<file path="src/rtl/spi_dac_tx.sv">
// spi_dac_tx: buffered SPI transmit master (write FIFO, CPOL/CPHA, NUM_CS chip selects).
// Optional receive path is compiled in when SPI_DAC_TX_RX_EN is defined.
module spi_dac_tx #(
  parameter int DATA_W     = 16,
  parameter int CLK_DIV    = 2,
  parameter int NUM_CS     = 1,
  parameter int FIFO_DEPTH = 4,
  parameter int CPOL       = 0,
  parameter int CPHA       = 0,
  parameter int CS_IDLE    = 2,
  localparam int CS_W      = (NUM_CS > 1) ? $clog2(NUM_CS) : 1,
  localparam int LVL_W     = $clog2(FIFO_DEPTH) + 1
) (
  input  logic              clk,
  input  logic              rst_n,
  input  logic [DATA_W-1:0] wr_data,
  input  logic [CS_W-1:0]   wr_cs,
  input  logic              wr_valid,
  output logic              wr_ready,
  output logic [NUM_CS-1:0] spi_cs_n,
  output logic              spi_sclk,
  output logic              spi_sdout,
  output logic              busy,
  output logic [LVL_W-1:0]  fifo_level
`ifdef SPI_DAC_TX_RX_EN
  ,
  input  logic              spi_sdin,
  output logic [DATA_W-1:0] rd_data,
  output logic              rd_valid
`endif
);

  localparam int PTR_W   = $clog2(FIFO_DEPTH);
  localparam int CNT_MAX = (CLK_DIV > CS_IDLE) ? CLK_DIV : CS_IDLE;
  localparam int CNT_W   = $clog2(CNT_MAX + 1);
  localparam int HALF_W  = $clog2(2 * DATA_W);
  localparam int ENT_W   = CS_W + DATA_W;
  localparam logic [CNT_W-1:0]  DIV_LAST  = CNT_W'(CLK_DIV - 1);
  localparam logic [CNT_W-1:0]  GAP_LAST  = CNT_W'(CS_IDLE - 1);
  localparam logic [HALF_W-1:0] HALF_LAST = HALF_W'(2 * DATA_W - 1);
  localparam logic [LVL_W-1:0]  LVL_FULL  = LVL_W'(FIFO_DEPTH);
  localparam logic [CS_W:0]     CS_LIMIT  = (CS_W + 1)'(NUM_CS);
  localparam logic              SCLK_IDLE = (CPOL != 0);

  typedef enum logic [2:0] {S_IDLE, S_SETUP, S_SHIFT, S_HOLD, S_GAP} state_e;

  state_e             state_q, state_d;
  logic [CNT_W-1:0]   cnt_q, cnt_d;
  logic [HALF_W-1:0]  half_q, half_d;
  logic [ENT_W-1:0]   mem_q [FIFO_DEPTH];
  logic [PTR_W-1:0]   wptr_q, rptr_q;
  logic [LVL_W-1:0]   count_q, count_d;
  logic [DATA_W-1:0]  shreg_q, shreg_d;
  logic [CS_W-1:0]    sel_q, sel_d, cs_in;
  logic [NUM_CS-1:0]  cs_n_q, cs_n_d;
  logic               sclk_q, sclk_d, sdout_q, sdout_d;
  logic               ready_q, ready_d, busy_q, busy_d;
  logic               push, pop, sclk_edge, lead_edge, trail_edge, last_half, cs_active;
  logic [ENT_W-1:0]   head;

  // Write handshake: a word is taken on a rising edge with wr_valid && wr_ready;
  // wr_ready is registered and is low exactly while the FIFO is full.
  assign push       = wr_valid && ready_q;
  assign cs_in      = ({1'b0, wr_cs} >= CS_LIMIT) ? '0 : wr_cs;
  assign head       = mem_q[rptr_q];
  assign sclk_edge  = (state_q == S_SHIFT) && (cnt_q == DIV_LAST);
  assign lead_edge  = sclk_edge && !half_q[0];
  assign trail_edge = sclk_edge && half_q[0];
  assign last_half  = (half_q == HALF_LAST);

  always_comb begin
    state_d = state_q;
    cnt_d   = cnt_q;
    half_d  = half_q;
    pop     = 1'b0;
    case (state_q)
      S_IDLE: begin
        if (count_q != '0) begin
          state_d = S_SETUP;
          cnt_d   = '0;
          pop     = 1'b1;
        end
      end
      S_SETUP: begin
        if (cnt_q == DIV_LAST) begin
          state_d = S_SHIFT;
          cnt_d   = '0;
          half_d  = '0;
        end else begin
          cnt_d = cnt_q + 1'b1;
        end
      end
      S_SHIFT: begin
        if (cnt_q == DIV_LAST) begin
          cnt_d  = '0;
          half_d = half_q + 1'b1;
          if (last_half) state_d = S_HOLD;
        end else begin
          cnt_d = cnt_q + 1'b1;
        end
      end
      S_HOLD: begin
        if (cnt_q == DIV_LAST) begin
          state_d = S_GAP;
          cnt_d   = '0;
        end else begin
          cnt_d = cnt_q + 1'b1;
        end
      end
      S_GAP: begin
        if (cnt_q == GAP_LAST) begin
          cnt_d = '0;
          if (count_q != '0) begin
            state_d = S_SETUP;
            pop     = 1'b1;
          end else begin
            state_d = S_IDLE;
          end
        end else begin
          cnt_d = cnt_q + 1'b1;
        end
      end
      default: state_d = S_IDLE;
    endcase
  end

  always_comb begin
    count_d = count_q;
    if (push && !pop)      count_d = count_q + 1'b1;
    else if (!push && pop) count_d = count_q - 1'b1;

    shreg_d = shreg_q;
    sel_d   = sel_q;
    sclk_d  = sclk_q;
    sdout_d = sdout_q;
    if (pop) begin
      shreg_d = head[DATA_W-1:0];
      sel_d   = head[ENT_W-1:DATA_W];
      sdout_d = (CPHA == 0) ? head[DATA_W-1] : 1'b0;
    end
    if (sclk_edge) sclk_d = ~sclk_q;
    // CPHA=0 presents the next bit on trailing edges (the final one has nothing left);
    // CPHA=1 presents each bit on its leading edge.
    if ((CPHA == 0) && trail_edge && !last_half) begin
      sdout_d = shreg_q[DATA_W-2];
      shreg_d = shreg_q << 1;
    end
    if ((CPHA != 0) && lead_edge) begin
      sdout_d = shreg_q[DATA_W-1];
      shreg_d = shreg_q << 1;
    end
    if ((state_d == S_IDLE) || (state_d == S_GAP)) sdout_d = 1'b0;

    cs_active = (state_d == S_SETUP) || (state_d == S_SHIFT) || (state_d == S_HOLD);
    cs_n_d    = '1;
    for (int i = 0; i < NUM_CS; i++) begin
      if (cs_active && (sel_d == CS_W'(i))) cs_n_d[i] = 1'b0;
    end

    ready_d = (count_d != LVL_FULL);
    busy_d  = (count_d != '0) || (state_d != S_IDLE);
  end

  always_ff @(posedge clk) begin
    if (!rst_n) begin
      state_q <= S_IDLE;
      cnt_q   <= '0;
      half_q  <= '0;
      wptr_q  <= '0;
      rptr_q  <= '0;
      count_q <= '0;
      shreg_q <= '0;
      sel_q   <= '0;
      cs_n_q  <= '1;
      sclk_q  <= SCLK_IDLE;
      sdout_q <= 1'b0;
      ready_q <= 1'b0;
      busy_q  <= 1'b0;
    end else begin
      state_q <= state_d;
      cnt_q   <= cnt_d;
      half_q  <= half_d;
      if (push) wptr_q <= wptr_q + 1'b1;
      if (pop)  rptr_q <= rptr_q + 1'b1;
      count_q <= count_d;
      shreg_q <= shreg_d;
      sel_q   <= sel_d;
      cs_n_q  <= cs_n_d;
      sclk_q  <= sclk_d;
      sdout_q <= sdout_d;
      ready_q <= ready_d;
      busy_q  <= busy_d;
    end
  end

  always_ff @(posedge clk) begin
    if (push) mem_q[wptr_q] <= {cs_in, wr_data};
  end

  assign wr_ready   = ready_q;
  assign spi_cs_n   = cs_n_q;
  assign spi_sclk   = sclk_q;
  assign spi_sdout  = sdout_q;
  assign busy       = busy_q;
  assign fifo_level = count_q;

`ifdef SPI_DAC_TX_RX_EN
  logic [DATA_W-1:0] rx_q, rd_data_q;
  logic              rd_valid_q, sample_edge;

  // Sample on the edge opposite to the one that changes the data line.
  assign sample_edge = (CPHA == 0) ? lead_edge : trail_edge;

  always_ff @(posedge clk) begin
    if (!rst_n) begin
      rx_q       <= '0;
      rd_data_q  <= '0;
      rd_valid_q <= 1'b0;
    end else begin
      if (sample_edge) rx_q <= {rx_q[DATA_W-2:0], spi_sdin};
      rd_valid_q <= (state_q == S_HOLD) && (state_d == S_GAP);
      if ((state_q == S_HOLD) && (state_d == S_GAP)) rd_data_q <= rx_q;
    end
  end

  assign rd_data  = rd_data_q;
  assign rd_valid = rd_valid_q;
`endif

endmodule

</file>
<file path="config.mk">
export PLATFORM = sky130hd
export DESIGN_NAME = spi_dac_tx
export DESIGN_NICKNAME = d
export VERILOG_FILES = /design/src/rtl/spi_dac_tx.sv
export SDC_FILE = /design/constraint.sdc
export NUM_CORES = 1
export LEC_CHECK = 0
export BUFFER_PORTS_ARGS = -buffer_cell sky130_fd_sc_hd__buf_2
export CAP_MARGIN = 20
export CORE_MARGIN = 5
export CORE_UTILIZATION = 29
export CTS_BUF_LIST = sky130_fd_sc_hd__clkbuf_8
export CTS_CLUSTER_DIAMETER = 200
export CTS_CLUSTER_SIZE = 28
export DETAILED_ROUTE_END_ITERATION = 7
export PLACE_DENSITY = 0.44
export RECOVER_POWER = 100
export SLEW_MARGIN = 20
export SYNTH_ARGS = -nofsm -noshare
export SYNTH_HDL_FRONTEND = slang
export SYNTH_SLANG_ARGS = --single-unit
</file>
<file path="constraint.sdc">
create_clock -name clk -period 3.92 [get_ports clk]
set_clock_uncertainty 0.15 [all_clocks]
set_input_delay 0 -clock clk [delete_from_list [all_inputs] [get_ports clk]]
set_output_delay 0 -clock clk [all_outputs]
set_load 0.1 [all_outputs]
</file>
Yosys cells after proc, flatten, opt, wreduce, memory -nomap -nowiden
Memories as Yosys holds them, arrays and structs flattened. A register that Yosys moved wholly into a read port is not among the register bits.
Cells that the tools add are included.
{ "op_classes": {"bitwise_logic": 3, "n_mux": 30, "reduce_logical": 27, "n_addsub": 6, "n_eq_ne": 14, "n_lt_le_gt_ge": 1} }
{ "op_table": {"columns": ["op", "count"], "rows": [
  ["$mux 15", 2],
  ["$mux 3", 8],
  ["$pmux 3 s5", 1],
  ["$eq 3x2->1 const B", 4],
  ["$mux 1", 10],
  ["$mux 5", 2],
  ["$pmux 5 s2", 1],
  ["$reduce_bool 3->1", 3],
  ["$mux 2", 4],
  ["$logic_and 1x1->1", 7],
  ["$add 2x1->2 const B", 3],
  ["$eq 3x1->1 const B", 2],
  ["$eq 3x3->1 const B", 2],
  ["$logic_not 3->1", 2],
  ["$reduce_bool 2->1", 3],
  ["$add 5x1->5 const B", 1],
  ["$eq 5x5->1 const B", 1],
  ["$logic_or 1x1->1", 4],
  ["$ne 2x2->1 const B", 2],
  ["$pmux 2 s2", 1],
  ["$reduce_or 2->1", 2],
  ["$reduce_or 4->1", 1],
  ["$add 3x1->3 const B", 1],
  ["$logic_not 1->1", 3],
  ["other kinds (9)", 11]
]} }
{ "word_totals": {"out_inout_bits": 8, "register_bits": 38, "inputBits": 20, "wordCells": 96, "ramBits": 68, "mem_count": 1} }
{ "memory_table": {"columns": ["name", "depth", "width", "rd", "rd_clocked_by_memory_dff", "wr", "line_no", "source"], "rows": [
  ["mem_q", 4, 17, 1, 1, 1, "50", "logic [ENT_W-1:0] mem_q [FIFO_DEPTH];"]
]} }

Depth between registers and ports, before layout
{ "logic_depth": {"word_depth": 9, "mapped_depth": 9} }

Least setup slack after synthesis
Ideal clock, no wire load.
{ "synth_path": {"path_kind": "register to register", "start": "register count_q[0], in the netlist fifo_level[0]", "end": "register busy_q, in the netlist busy", "n_path_buf": 0, "t_arrival_ns": 2.647, "required_time_ns": 3.645, "synth_period_minus_slack_ns": 2.922, "stages_incl_launch_ff": 8, "setup_slack_ns": 0.998, "cell_sequence": "dfxtp_1 -> inv_1 -> ha_1 -> nor2b_1 -> a211oi_2 -> mux2i_1 -> xor2_1 -> o41a_1"} }
{ "synth_via": {"elab_chain_cells": 9, "elab_cells_between_ends": 18, "classes_between": "2 x add/sub; 9 x mux; 7 x reduce/logical"} }
{ "synth_lines": {"columns": ["element", "line_no", "source"], "rows": [
  ["from (decl)", "52", "logic [LVL_W-1:0] count_q, count_d;"],
  ["from (signal assigned)", "185", "count_q <= count_d;"],
  ["$reduce_bool 3->1", "78, 113", null],
  ["$mux 1", "78, 113", null],
  ["$mux 1", "111", "if (cnt_q == GAP_LAST) begin"],
  ["$pmux 1 s2", "76", "case (state_q)"],
  ["$logic_and 1x1->1 or $logic_not 1->1 (tied branches)", "130, 129", null],
  ["$mux 3 or $logic_and 1x1->1 (tied branches)", "130, 129", null],
  ["$mux 3", "129", "if (push && !pop) count_d = count_q + 1'b1;"],
  ["$reduce_bool 3->1", "161", "busy_d = (count_d != '0) || (state_d != S_IDLE);"],
  ["$logic_or 1x1->1 *", "161", null],
  ["to (signal assigned)", "192", "busy_q <= busy_d;"],
  ["to (decl)", "57", "logic ready_q, ready_d, busy_q, busy_d;"]
]} }
Every way passes the cells marked *; elsewhere a longest branch is shown, timed or not.
A chain may end at the register's enable or synchronous reset.

Worst setup path after layout
{ "layout_path": {"start": "register count_q[0], in the netlist fifo_level[0]", "end": "register rptr_q[1]"} }
{ "layout_via": {"elab_chain_cells": 4} }
{ "layout_lines": {"columns": ["element", "line_no", "source"], "rows": [
  ["$reduce_bool 3->1 *", "78, 113", null],
  ["$mux 1 *", "78, 113", null],
  ["$mux 1", "111", null],
  ["$pmux 1 s2 *", "76", null],
  ["to (signal assigned)", "184", "if (pop) rptr_q <= rptr_q + 1'b1;"],
  ["to (decl)", "51", "logic [PTR_W-1:0] wptr_q, rptr_q;"]
]} }
Marks and branches as above.

==> out/results.tsv <==
metric	value	unit
clock sink total	104	
initial DRC count	115	
post-route insts no fill	530	
via count	2412	
final hold violations	0	
Slowest-stage cell, CP	a211oi_1	
WL final	8060	µm
final-report setup violation count	0	
top_reg_cell synth	edfxtp_1	
Cells on Worst Hold Path	2	
drc violations	0	
Ant. Diodes	0	
RePlAce Congestion	0.739	
number of flops mapped to enable cells by yosys	64	
maximum clock frequency	0.340	GHz
Clock transition at path regs	0.09	ns
CORE AREA	14400	µm²
worst path required time	4.07	ns
global-route wire length before repair	13400	µm
Largest stage delay, worst path	0.89	ns
critical path type	reg -> reg	
drt first pass iters	4	
Max-Cap Viols	0	
worst reg2reg setup slack	0.98	ns
Synth warnings	0	
Post-Syn Area	4210	µm²
Startpoint Class	flop	
synthesized netlist cell count	297	
vias in the first global route	2442	
VDD IR-drop max	0.000265	V
Post-synth ARST share	0	%
Avg WL per Cell	15.2	µm
FF-to-FF Start	fifo_level[0]$_SDFF_PN0_	
worst path cell trace	inv_1 > ha_1 > nor2b_1 > a211oi_1 > clkbuf_1 > nand2_1 > xor2_1 > nor2b_1	
Die Area	17000	µm²
share of cells above drive strength 1	10.4	%
CTS max path bufs	2	
CTS H-tree depth	3	
most used cell, CP	nor2b_1	
initial antenna violation count	0	
grt ovf	0	
status	finished, final reports clean	
sequential fraction of the synthesis area	64.6	%
All-Layer GR Usage	10.4	%
WP buf/inv	2	
final worst path period share	75.0	%
post-synthesis register bit count	104	
Synth Net Count	326	
worst-skew pair later-pin latency	0.37	ns
Die Height	131	µm
Pins Over Slew Limit	0	
dpl hpwl	5030	µm
worst r2r path cells	8	
overall power	0.00317	W
Distinct cells, synth	42	
crit path capture type	flop	
synthesis-to-layout area growth	15.9	%
unrepaired setup endpoints after global routing	no	
root buf cell	clkbuf_8	
Hold Crit Class	in -> reg	
RR Endpoint	rptr_q[1]$_SDFFE_PN0P_	
Crit path depth	8	
Placed Instances	495	
Tmin final	2.94	ns
CP delay by family, top	compound AO/OA/AOI/OAI gates	
largest fanout on the critical path	12	
slew margin rel.	21.0	%
site row count	44	
setup_tns	0	ns
Power Dens Cells	649	nW/µm²
Die W	131	µm
Critical Path AT	3.09	ns
IO Port Bufs	26	
pin count of the biggest net entering global routing	33	
Worst Max-Slew Pin Slew	1.19	ns
Ports	28	
CTS tree	yes	
nets	370	
Avg Vias per Cell	4.55	
synthesized area per cell	14.2	µm²
Critical path origin	fifo_level[0]$_SDFF_PN0_	
CTS Buf Count	9	
Pleak	1.63	nW
Starting Density	29.3	%
Hold Crit Start	wr_data[10]	
DRT antenna net count	0	
WHS Endpoint	mem_q[0][10]$_DFFE_PP_	
logic make-up after synthesis:
group | count (synthesis) | share of synthesized area (%)
AO/OA/AOI/OAI | 56 | 9.62
adder cells (fa/ha/maj) | 10 | 2.91
flip-flops | 104 | 64.6
XOR/XNOR | 9 | 1.87
buffers and inverters | 23 | 2.49
multiplexers | 17 | 8.79
AND/OR/NAND/NOR | 78 | 9.71
how the worst max path moves through the flow:
stage / end / slack (ns)
after floorplan: busy$_SDFF_PN0_ / 1.0
after global placement: busy$_SDFF_PN0_ / 1.46
after detailed placement: busy$_SDFF_PN0_ / 1.49
after CTS: busy$_SDFF_PN0_ / 1.47
after global routing: rptr_q[1]$_SDFFE_PN0P_ / 0.67
final: rptr_q[1]$_SDFFE_PN0P_ / 0.98
power by group:
group / switching (W) / total [W] / leakage, nW / internal [W]
Sequential: 0.000120 / 0.00145 / 0.908 / 0.00133
Clock: 0.000356 / 0.000712 / 0.118 / 0.000357
Combinational: 0.000642 / 0.00100 / 0.603 / 0.000361
Total: 0.00112 / 0.00317 / 1.63 / 0.00205
layout by cell type, fill, tap and decap left out, types with 3 or more instances in the layout:
master,count
a211oi_1,3
a21boi_0,12
a21oi_1,8
a22oi_1,18
a311oi_1,3
and2_0,5
and2_1,3
and3_1,6
buf_4,3
clkbuf_1,25
clkbuf_8,9
dfxtp_1,40
dlygate4sd3_1,19
edfxtp_1,64
ha_1,9
inv_1,10
mux4_2,16
nand2_1,25
nand3_1,5
nor2_1,14
nor2b_1,6
nor3_1,3
o21ai_0,5
xnor2_1,4
xor2_1,5
layout make-up:
cell class,count,area [µm²]
Fill cell,1429,9480
Timing Repair Buffer,49,317
Clock buffer,9,124
Sequential cell,104,2720
Multi-Input combinational cell,170,1380
Inverter,7,26.3
Clock inverter,7,88.8
Tap cell,184,230
routing by layer:
metal,routed length (µm),track usage (%),up-vias
met5,0,0,-
met1,3880,13.9,1172
met3,294,3.58,6
met4,99,2.54,0
met2,3790,16.4,32
li1,-,-,1202
worst register-to-register path, cell delays in order, from the launching register on:
cell	delay (ns)
dfxtp_1	0.42
inv_1	0.13
ha_1	0.21
nor2b_1	0.16
a211oi_1	0.89
clkbuf_1	0.50
nand2_1	0.13
xor2_1	0.16
nor2b_1	0.12
timing repair:
| item | in CTS | in global routing |
|---|---|---|
| hold buffers | 19 | 0 |
| hold endpoints to repair | 74 | 0 |
| setup buffers | 0 | 0 |
| gates resized for setup | 0 | 0 |
flip-flops by register name (all words and copies together), names as in the netlist, 2 cells and up, named ones only:
register    flops
shreg_q        15
wptr_q          2
rptr_q          2
state_q         3
fifo_level      3
cnt_q           2
mem_q          64
half_q          5
Yosys cell counts (all sizes together) (2+ instances only):
library cell | count | area, µm²
a211oi | 3 | 27.5
nor3 | 3 | 15.0
o21ai | 5 | 25.0
dfxtp | 40 | 801
a311oi | 3 | 26.3
inv | 7 | 26.3
edfxtp | 64 | 1920
nor2 | 14 | 55.1
a21oi | 8 | 40.0
buf | 10 | 56.3
clkbuf | 6 | 22.5
nand2 | 25 | 93.8
a22oi | 18 | 135
xor2 | 5 | 43.8
a21boi | 13 | 97.6
nand3 | 5 | 25.0
nor2b | 6 | 37.5
mux4 | 16 | 360
and2 | 8 | 50.1
xnor2 | 4 | 35.0
ha | 9 | 113
and3 | 6 | 37.5
nor3b | 2 | 15.0
or3 | 2 | 12.5
nand2b | 2 | 12.5
metrics by stage:
| step | area (µm²) | hold slack, ns | setup slack (ns) | utilization (%) |
|---|---|---|---|---|
| after floorplan | 4210 | -0.0511 | 0.998 | - |
| after global placement | 4530 | 0.0632 | 1.46 | 31.5 |
| after detailed placement | 4530 | 0.0752 | 1.49 | 31.5 |
| after CTS | 4940 | 0.197 | 1.47 | 34.4 |
| after global routing | 4880 | 0.265 | 0.674 | 34.0 |
| final | 4880 | 0.273 | 0.981 | 34.0 |
Note: power is estimated with default switching activity, not from simulation.
